[config.mk]
export PLATFORM = sky130hd
export DESIGN_NAME = idt_clk_prog
export DESIGN_NICKNAME = d
export VERILOG_FILES = /design/src/rtl/idt_clk_prog.sv
export SDC_FILE = /design/constraint.sdc
export NUM_CORES = 1
export LEC_CHECK = 0
export ABC_AREA = 1
export CORE_AREA = 4 4 78 62
export DETAILED_ROUTE_END_ITERATION = 8
export DIE_AREA = 0 0 82 66
export GPL_TIMING_DRIVEN = 0
export HOLD_SLACK_MARGIN = 0.06
export PLACE_DENSITY = 0.86
export SKIP_CTS_REPAIR_TIMING = 1
export SLEW_MARGIN = 20
export SYNTH_ARGS = -nofsm -noshare
export SYNTH_HDL_FRONTEND = slang
export SYNTH_SLANG_ARGS = --single-unit
[constraint.sdc]
create_clock -name osc_clk -period 2.1 [get_ports osc_clk]
set_input_delay 0.21 -clock osc_clk [delete_from_list [all_inputs] [get_ports osc_clk]]
set_output_delay 0.21 -clock osc_clk [all_outputs]
set_load 0.01 [all_outputs]
[src/rtl/idt_clk_prog.sv]
// Serial programmer for the IDT/ICS307 clock synthesizer: shifts a 24-bit word
// MSB first on idt_sclk/idt_data, then pulses idt_strobe to load it.
module idt_clk_prog #(
    parameter int          CLK_DIV       = 4,
    parameter int          STROBE_CYCLES = 4,
    parameter bit          AUTO_INIT     = 1'b1,
    parameter logic [23:0] INIT_CFG      = 24'h000000
) (
    input  logic        osc_clk,
    input  logic        reset,
    input  logic        cfg_valid,
    output logic        cfg_ready,
    input  logic [23:0] cfg_data,
    output logic        busy,
    output logic        done,
    output logic        idt_sclk,
    output logic        idt_data,
    output logic        idt_strobe
);

    localparam int MAXC = (CLK_DIV > STROBE_CYCLES) ? CLK_DIV : STROBE_CYCLES;
    localparam int DW   = $clog2(MAXC + 1);
    localparam logic [DW-1:0] DIV_LOAD = DW'(CLK_DIV - 1);
    localparam logic [DW-1:0] STB_LOAD = DW'(STROBE_CYCLES - 1);

    typedef enum logic [2:0] {
        IDLE, SHIFT_LO, SHIFT_HI, GAP, STROBE, DONE
    } state_t;

    state_t        state, state_n;
    logic [DW-1:0] div_cnt, div_n;
    logic [4:0]    bit_cnt, bit_n;
    logic [23:0]   shreg, shreg_n;
    logic          init_pend, init_n;

    always_comb begin
        state_n = state;
        div_n   = div_cnt;
        bit_n   = bit_cnt;
        shreg_n = shreg;
        init_n  = init_pend;
        case (state)
            IDLE, DONE: begin
                // The pending power-up word takes the place of an external accept
                if (init_pend || (cfg_valid && cfg_ready)) begin
                    state_n = SHIFT_LO;
                    div_n   = DIV_LOAD;
                    bit_n   = 5'd23;
                    shreg_n = init_pend ? INIT_CFG : cfg_data;
                    init_n  = 1'b0;
                end else begin
                    state_n = IDLE;
                end
            end
            SHIFT_LO: begin
                if (div_cnt == '0) begin
                    state_n = SHIFT_HI;
                    div_n   = DIV_LOAD;
                end else begin
                    div_n = div_cnt - 1'b1;
                end
            end
            SHIFT_HI: begin
                if (div_cnt == '0) begin
                    div_n = DIV_LOAD;
                    if (bit_cnt == 5'd0) begin
                        state_n = GAP;
                    end else begin
                        state_n = SHIFT_LO;
                        bit_n   = bit_cnt - 5'd1;
                        shreg_n = {shreg[22:0], 1'b0};
                    end
                end else begin
                    div_n = div_cnt - 1'b1;
                end
            end
            GAP: begin
                if (div_cnt == '0) begin
                    state_n = STROBE;
                    div_n   = STB_LOAD;
                end else begin
                    div_n = div_cnt - 1'b1;
                end
            end
            STROBE: begin
                if (div_cnt == '0) state_n = DONE;
                else               div_n   = div_cnt - 1'b1;
            end
            default: state_n = IDLE;
        endcase
    end

    // Outputs are registered from the next state so each pin is a flop output
    always_ff @(posedge osc_clk) begin
        if (reset) begin
            state      <= IDLE;
            div_cnt    <= '0;
            bit_cnt    <= '0;
            shreg      <= '0;
            init_pend  <= AUTO_INIT;
            cfg_ready  <= 1'b0;
            busy       <= 1'b0;
            done       <= 1'b0;
            idt_sclk   <= 1'b0;
            idt_data   <= 1'b0;
            idt_strobe <= 1'b0;
        end else begin
            state      <= state_n;
            div_cnt    <= div_n;
            bit_cnt    <= bit_n;
            shreg      <= shreg_n;
            init_pend  <= init_n;
            cfg_ready  <= (state_n == IDLE) || (state_n == DONE);
            busy       <= (state_n != IDLE) && (state_n != DONE);
            done       <= (state_n == DONE);
            idt_sclk   <= (state_n == SHIFT_HI);
            idt_data   <= ((state_n == SHIFT_LO) || (state_n == SHIFT_HI)) && shreg_n[23];
            idt_strobe <= (state_n == STROBE);
        end
    end

endmodule

Word-level counts from Yosys, hierarchy flattened:

Index checks and enable logic that the tools add are counted.

* output and inout port bits: 6
* logic and storage cells: 66
* flip-flop bits (word level): 42
* input bits: 27

* eq/ne operators: 14
* multiplexer cells: 20
* reduce and logical (&&, ||, !) cells: 18
* add/sub/neg operators: 2

Operators with widths (number)
* 24-bit two-way mux: 4
* 24-bit case mux with 2 select lines: 1
* 3-bit two-way mux: 7
* 5-bit two-way mux: 3
* 3-bit case mux with 5 select lines: 1
* 3-bit == test, second input constant: 4
* 5-bit case mux with 2 select lines: 1
* 3-bit by 2-bit == test with 1-bit output, second input constant: 3
* 3-bit zero test: 3
* 3-bit case mux with 3 select lines: 1
* 2-bit inequality test, second input constant: 4
* 3-bit by 1-bit == test with 1-bit output, second input constant: 2
* 3-bit nonzero test: 2
* 5-bit zero test: 1
* 5-bit by 1-bit subtractor with 5-bit output, second input constant: 1
* 4-bit AND reduction: 1
* 1-bit logical AND: 3
* 1-bit logical OR: 3
* 3-bit inequality test, second input constant: 1
* 3-bit AND reduction: 1
* 3-bit OR reduction: 1
* 3-bit by 1-bit subtractor with 3-bit output, second input constant: 1
* 2-bit two-way mux: 1
* 2-bit AND reduction: 1
* other kinds (3): 3

Depth between registers and ports, before layout:

* depth in word-level cells: 7
* depth in mapped cells: 13
* depth with buffers taken out: 12

Least setup slack after synthesis:

OpenSTA, ideal clock, no wires.

* path type: register to register
* from: reg bit_cnt[0]
* to: reg bit_cnt[4]
* library setup time: 132 ps
* stages on the path, launching flop included: 13
* clock period less this slack: 1497 ps
* required time: 1968 ps
* arrival time: 1365 ps
* path buffers: 2
* path slack: 603 ps
* cells stage by stage: dfxtp_1 > inv_1 > ha_1 > inv_1 > nor2_1 > nand2_1 > nand2_1 > nand2_1 > nand3_2 > buf_6 > buf_6 > nand2_1 > a21oi_1

* longest elaborated chain between the ends: 4
* elaborated cells on any way between the ends: 7
* classes of those cells: add/sub (1); eq/ne (1); mux (3); reduce/logical (2)

RTL lines
* start, declared: RTL line 32 `logic [4:0] bit_cnt, bit_n;`
* start signal, assigned: RTL line 110 `bit_cnt <= bit_n;`
* 5-bit by 1-bit subtractor with 5-bit output: RTL line 70 `bit_n = bit_cnt - 5'd1;`
* 5-bit two-way mux: RTL line 66 `if (bit_cnt == 5'd0) begin`
* 5-bit two-way mux: RTL line 64 `if (div_cnt == '0) begin`
* 5-bit case mux with 2 select lines: RTL line 42 `case (state)`

Parallel ways exist; a longest one is shown, timed or not. The select of a mux whose other input is x is not followed.
A chain may end at the register's enable or synchronous reset.

Worst setup path after layout:

* from: reg bit_cnt[0]
* to: reg bit_cnt[1]

Same word-level chain as after synthesis.

==> flow_summary.yaml <==
yosys:
  synth-seq-cells: 42
  synth.top_cell.area_share_pct: 39.9
  synth_warnings: 0
  ys_seq_area_share_pct: 39.9
  ys_top_cells_by_area: "dfxtp_1, nand2_1, inv_1"
  syn_inst: 325
  syn_area_per_cell_um2: 6.49
  syn_area_mm2: 0.00211
  ys_types: 22
  yosys.area.top_type: "dfxtp_1"
  synth_nets: 356
floorplan:
  num_rows: 20
  fp.dieW_um: 82
  ios: 33
  core_mm2: 0.00400
  start_util_pct: 52.7
  die_h_um: 66
  dieArea_mm2: 0.00541
cells_and_area:
  diodes: 0
  drive_gt1_share_pct: 7.14
  final_common_cell: "nand2_1"
  nFillCells: 367
  layout_common_cells: "nand2_1, inv_1, dfxtp_1"
  synthToLayoutAreaGrowth_pct: 23.2
  fin_nets: 394
critical_path:
  path_max_fanout: 10
  worst_r2r_path_depth: 9
  path_delay_family: "buffers and inverters"
  worstPathRequired_ns: 2.27
  start_kind: "flip-flop"
  crit_slowest_cell: "clkbuf_1"
  cp.arrival_ns: 2.01
  cpPeakStageDelay_ns: 0.41
  path_buf_inv: 3
  crit_type: "reg -> reg"
  worstPathCellList: "inv_1, ha_1, inv_1, nor2_1, nand2_1, clkbuf_1, nand2_1, o21ai_0, nor2_1"
  crit_path_end_kind: "flip-flop"
  crit_cells: 9
min_path:
  hp-class: "in -> reg"
  whs_path_depth: 2
power_and_ir_drop:
  leakage_nw: 1.17
  ir_drop_mv: 0.681
  p_per_area_mw_per_mm2: 1360
grt:
  grt_pass1_vias: 1762
  overflow: 0
  grt_max_degree: 14
  track_usage_pct: 18.4
  grt_pass1_wl_um: 7750
  antenna_found_initial: 0
clock_network:
  clockBufferDepth: 2
  htreeDepth: 2
  clk_pin_slew_ns: 0.08
  clock-sinks: 42
  clock_latency_ns: 0.29
  cts_tree: "yes"
  root_buffer: "clkbuf_8"
  numCtsBuffers: 5
timing:
  rsz0062_at_grt: "false"
  clock.fmax_mhz: 541
  skew_ns: 0.00566
  setup_tns_ns: 0
  fin_hold_ws_ns: 0.313
  drv_slew: 0
  timing.final.crit_period_ns: 1.85
  hold_viol_final: 0
  slew_headroom_pct: 66.6
  finalSetupViolCount: 0
  worst_pin_slew_ns: 0.502
  timing.final.crit_share_pct: 88.0
placement:
  gp_congestion: 0.956
  dp_hpwl_um: 3280
  io_buffers: 31
detailed_routing:
  postRouteAntennaNets: 0
  totalWireLength_um: 4490
  drc_errors: 0
  dr.first_iter.drc_count: 133
  drtPass1Iterations: 4
  avgViaCountPerCell: 4.77
  wire_per_inst_um: 10.7
  vias: 1999
job:
  max_cap_violations: 0
run_status:
  outcome: "complete, no violations"
synthesized netlist by cell type:
master / count
a21oi_1: 29
a31oi_1: 2
and2_1: 1
buf_2: 3
buf_6: 4
clkbuf_1: 6
dfxtp_1: 42
ha_1: 4
inv_1: 45
inv_2: 3
nand2_1: 118
nand2_2: 4
nand3_1: 32
nand3_2: 1
nand4_1: 1
nor2_1: 17
nor2_2: 3
nor2_4: 1
nor3_1: 2
o21ai_0: 5
xnor2_1: 1
xor2_1: 1
final timing paths:
kind,start,to,slack (ns)
max,bit_cnt[0]$_SDFFE_PP0P_,bit_cnt[1]$_SDFFE_PP0P_,0.25
min,reset,shreg[7]$_SDFFE_PP0P_,0.31
max reg2reg,bit_cnt[0]$_SDFFE_PP0P_,bit_cnt[1]$_SDFFE_PP0P_,0.25
min reg2reg,shreg[2]$_SDFFE_PP0P_,shreg[2]$_SDFFE_PP0P_,0.47
state kept, by name, summed over array words and instances (netlist names):
| signal | flops |
|---|---|
| busy | 1 |
| idt_data | 1 |
| shreg | 24 |
| idt_strobe | 1 |
| init_pend | 1 |
| idt_sclk | 1 |
| state | 3 |
| div_cnt | 3 |
| cfg_ready | 1 |
| done | 1 |
| bit_cnt | 5 |
power breakdown:
group	internal [mW]	switching, mW	total, mW
Clock	0.355	0.271	0.626
Sequential	0.991	0.134	1.13
Combinational	0.654	1.14	1.79
layer usage:
metal  routed length (um)  GRT usage (%)  vias to the layer above
met5                    0              0                        -
met4                   62           6.85                        0
met3                  256           4.09                        6
met2                 2000           29.1                       38
met1                 2170           24.4                      878
li1                     -              -                     1077
through the flow:
| stage | instance area, um^2 | utilization (%) | cells | setup slack, ns | total power, mW |
|---|---|---|---|---|---|
| 3_5_place_dp | 2490 | 62.1 | 411 | 0.311 | 2.91 |
| 5_1_grt | 2600 | 64.9 | 419 | 0.0335 | 3.89 |
| 4_1_cts | 2600 | 64.9 | 419 | 0.285 | 3.55 |
| 3_3_place_gp | 2490 | 62.1 | 411 | 0.344 | 2.86 |
| 2_1_floorplan | 2110 | - | 325 | 0.603 | 2.48 |
| 6_report | 2600 | 64.9 | 419 | 0.252 | 3.54 |
cell type report:
class | instances | area, um^2 | share of cell area (%)
Buffer | 13 | 82.6 | 3.18
Clock buffer | 6 | 72.6 | 2.79
Clock inverter | 2 | 37.5 | 1.45
Inverter | 48 | 180 | 6.94
Multi-Input combinational cell | 222 | 1000 | 38.7
Sequential cell | 42 | 841 | 32.4
Tap cell | 55 | 68.8 | 2.65
Timing Repair Buffer | 31 | 310 | 11.9
kinds of logic after synthesis:
family / Yosys count / synth area share [%]
buffers and inverters: 61 / 12.5
XOR/XNOR: 2 / 0.831
flip-flops: 42 / 39.9
adder cells (fa/ha/maj): 4 / 2.37
AND/OR/NAND/NOR: 180 / 35.8
AO/OA/AOI/OAI: 36 / 8.66
Power figures use the tool's default switching activity.
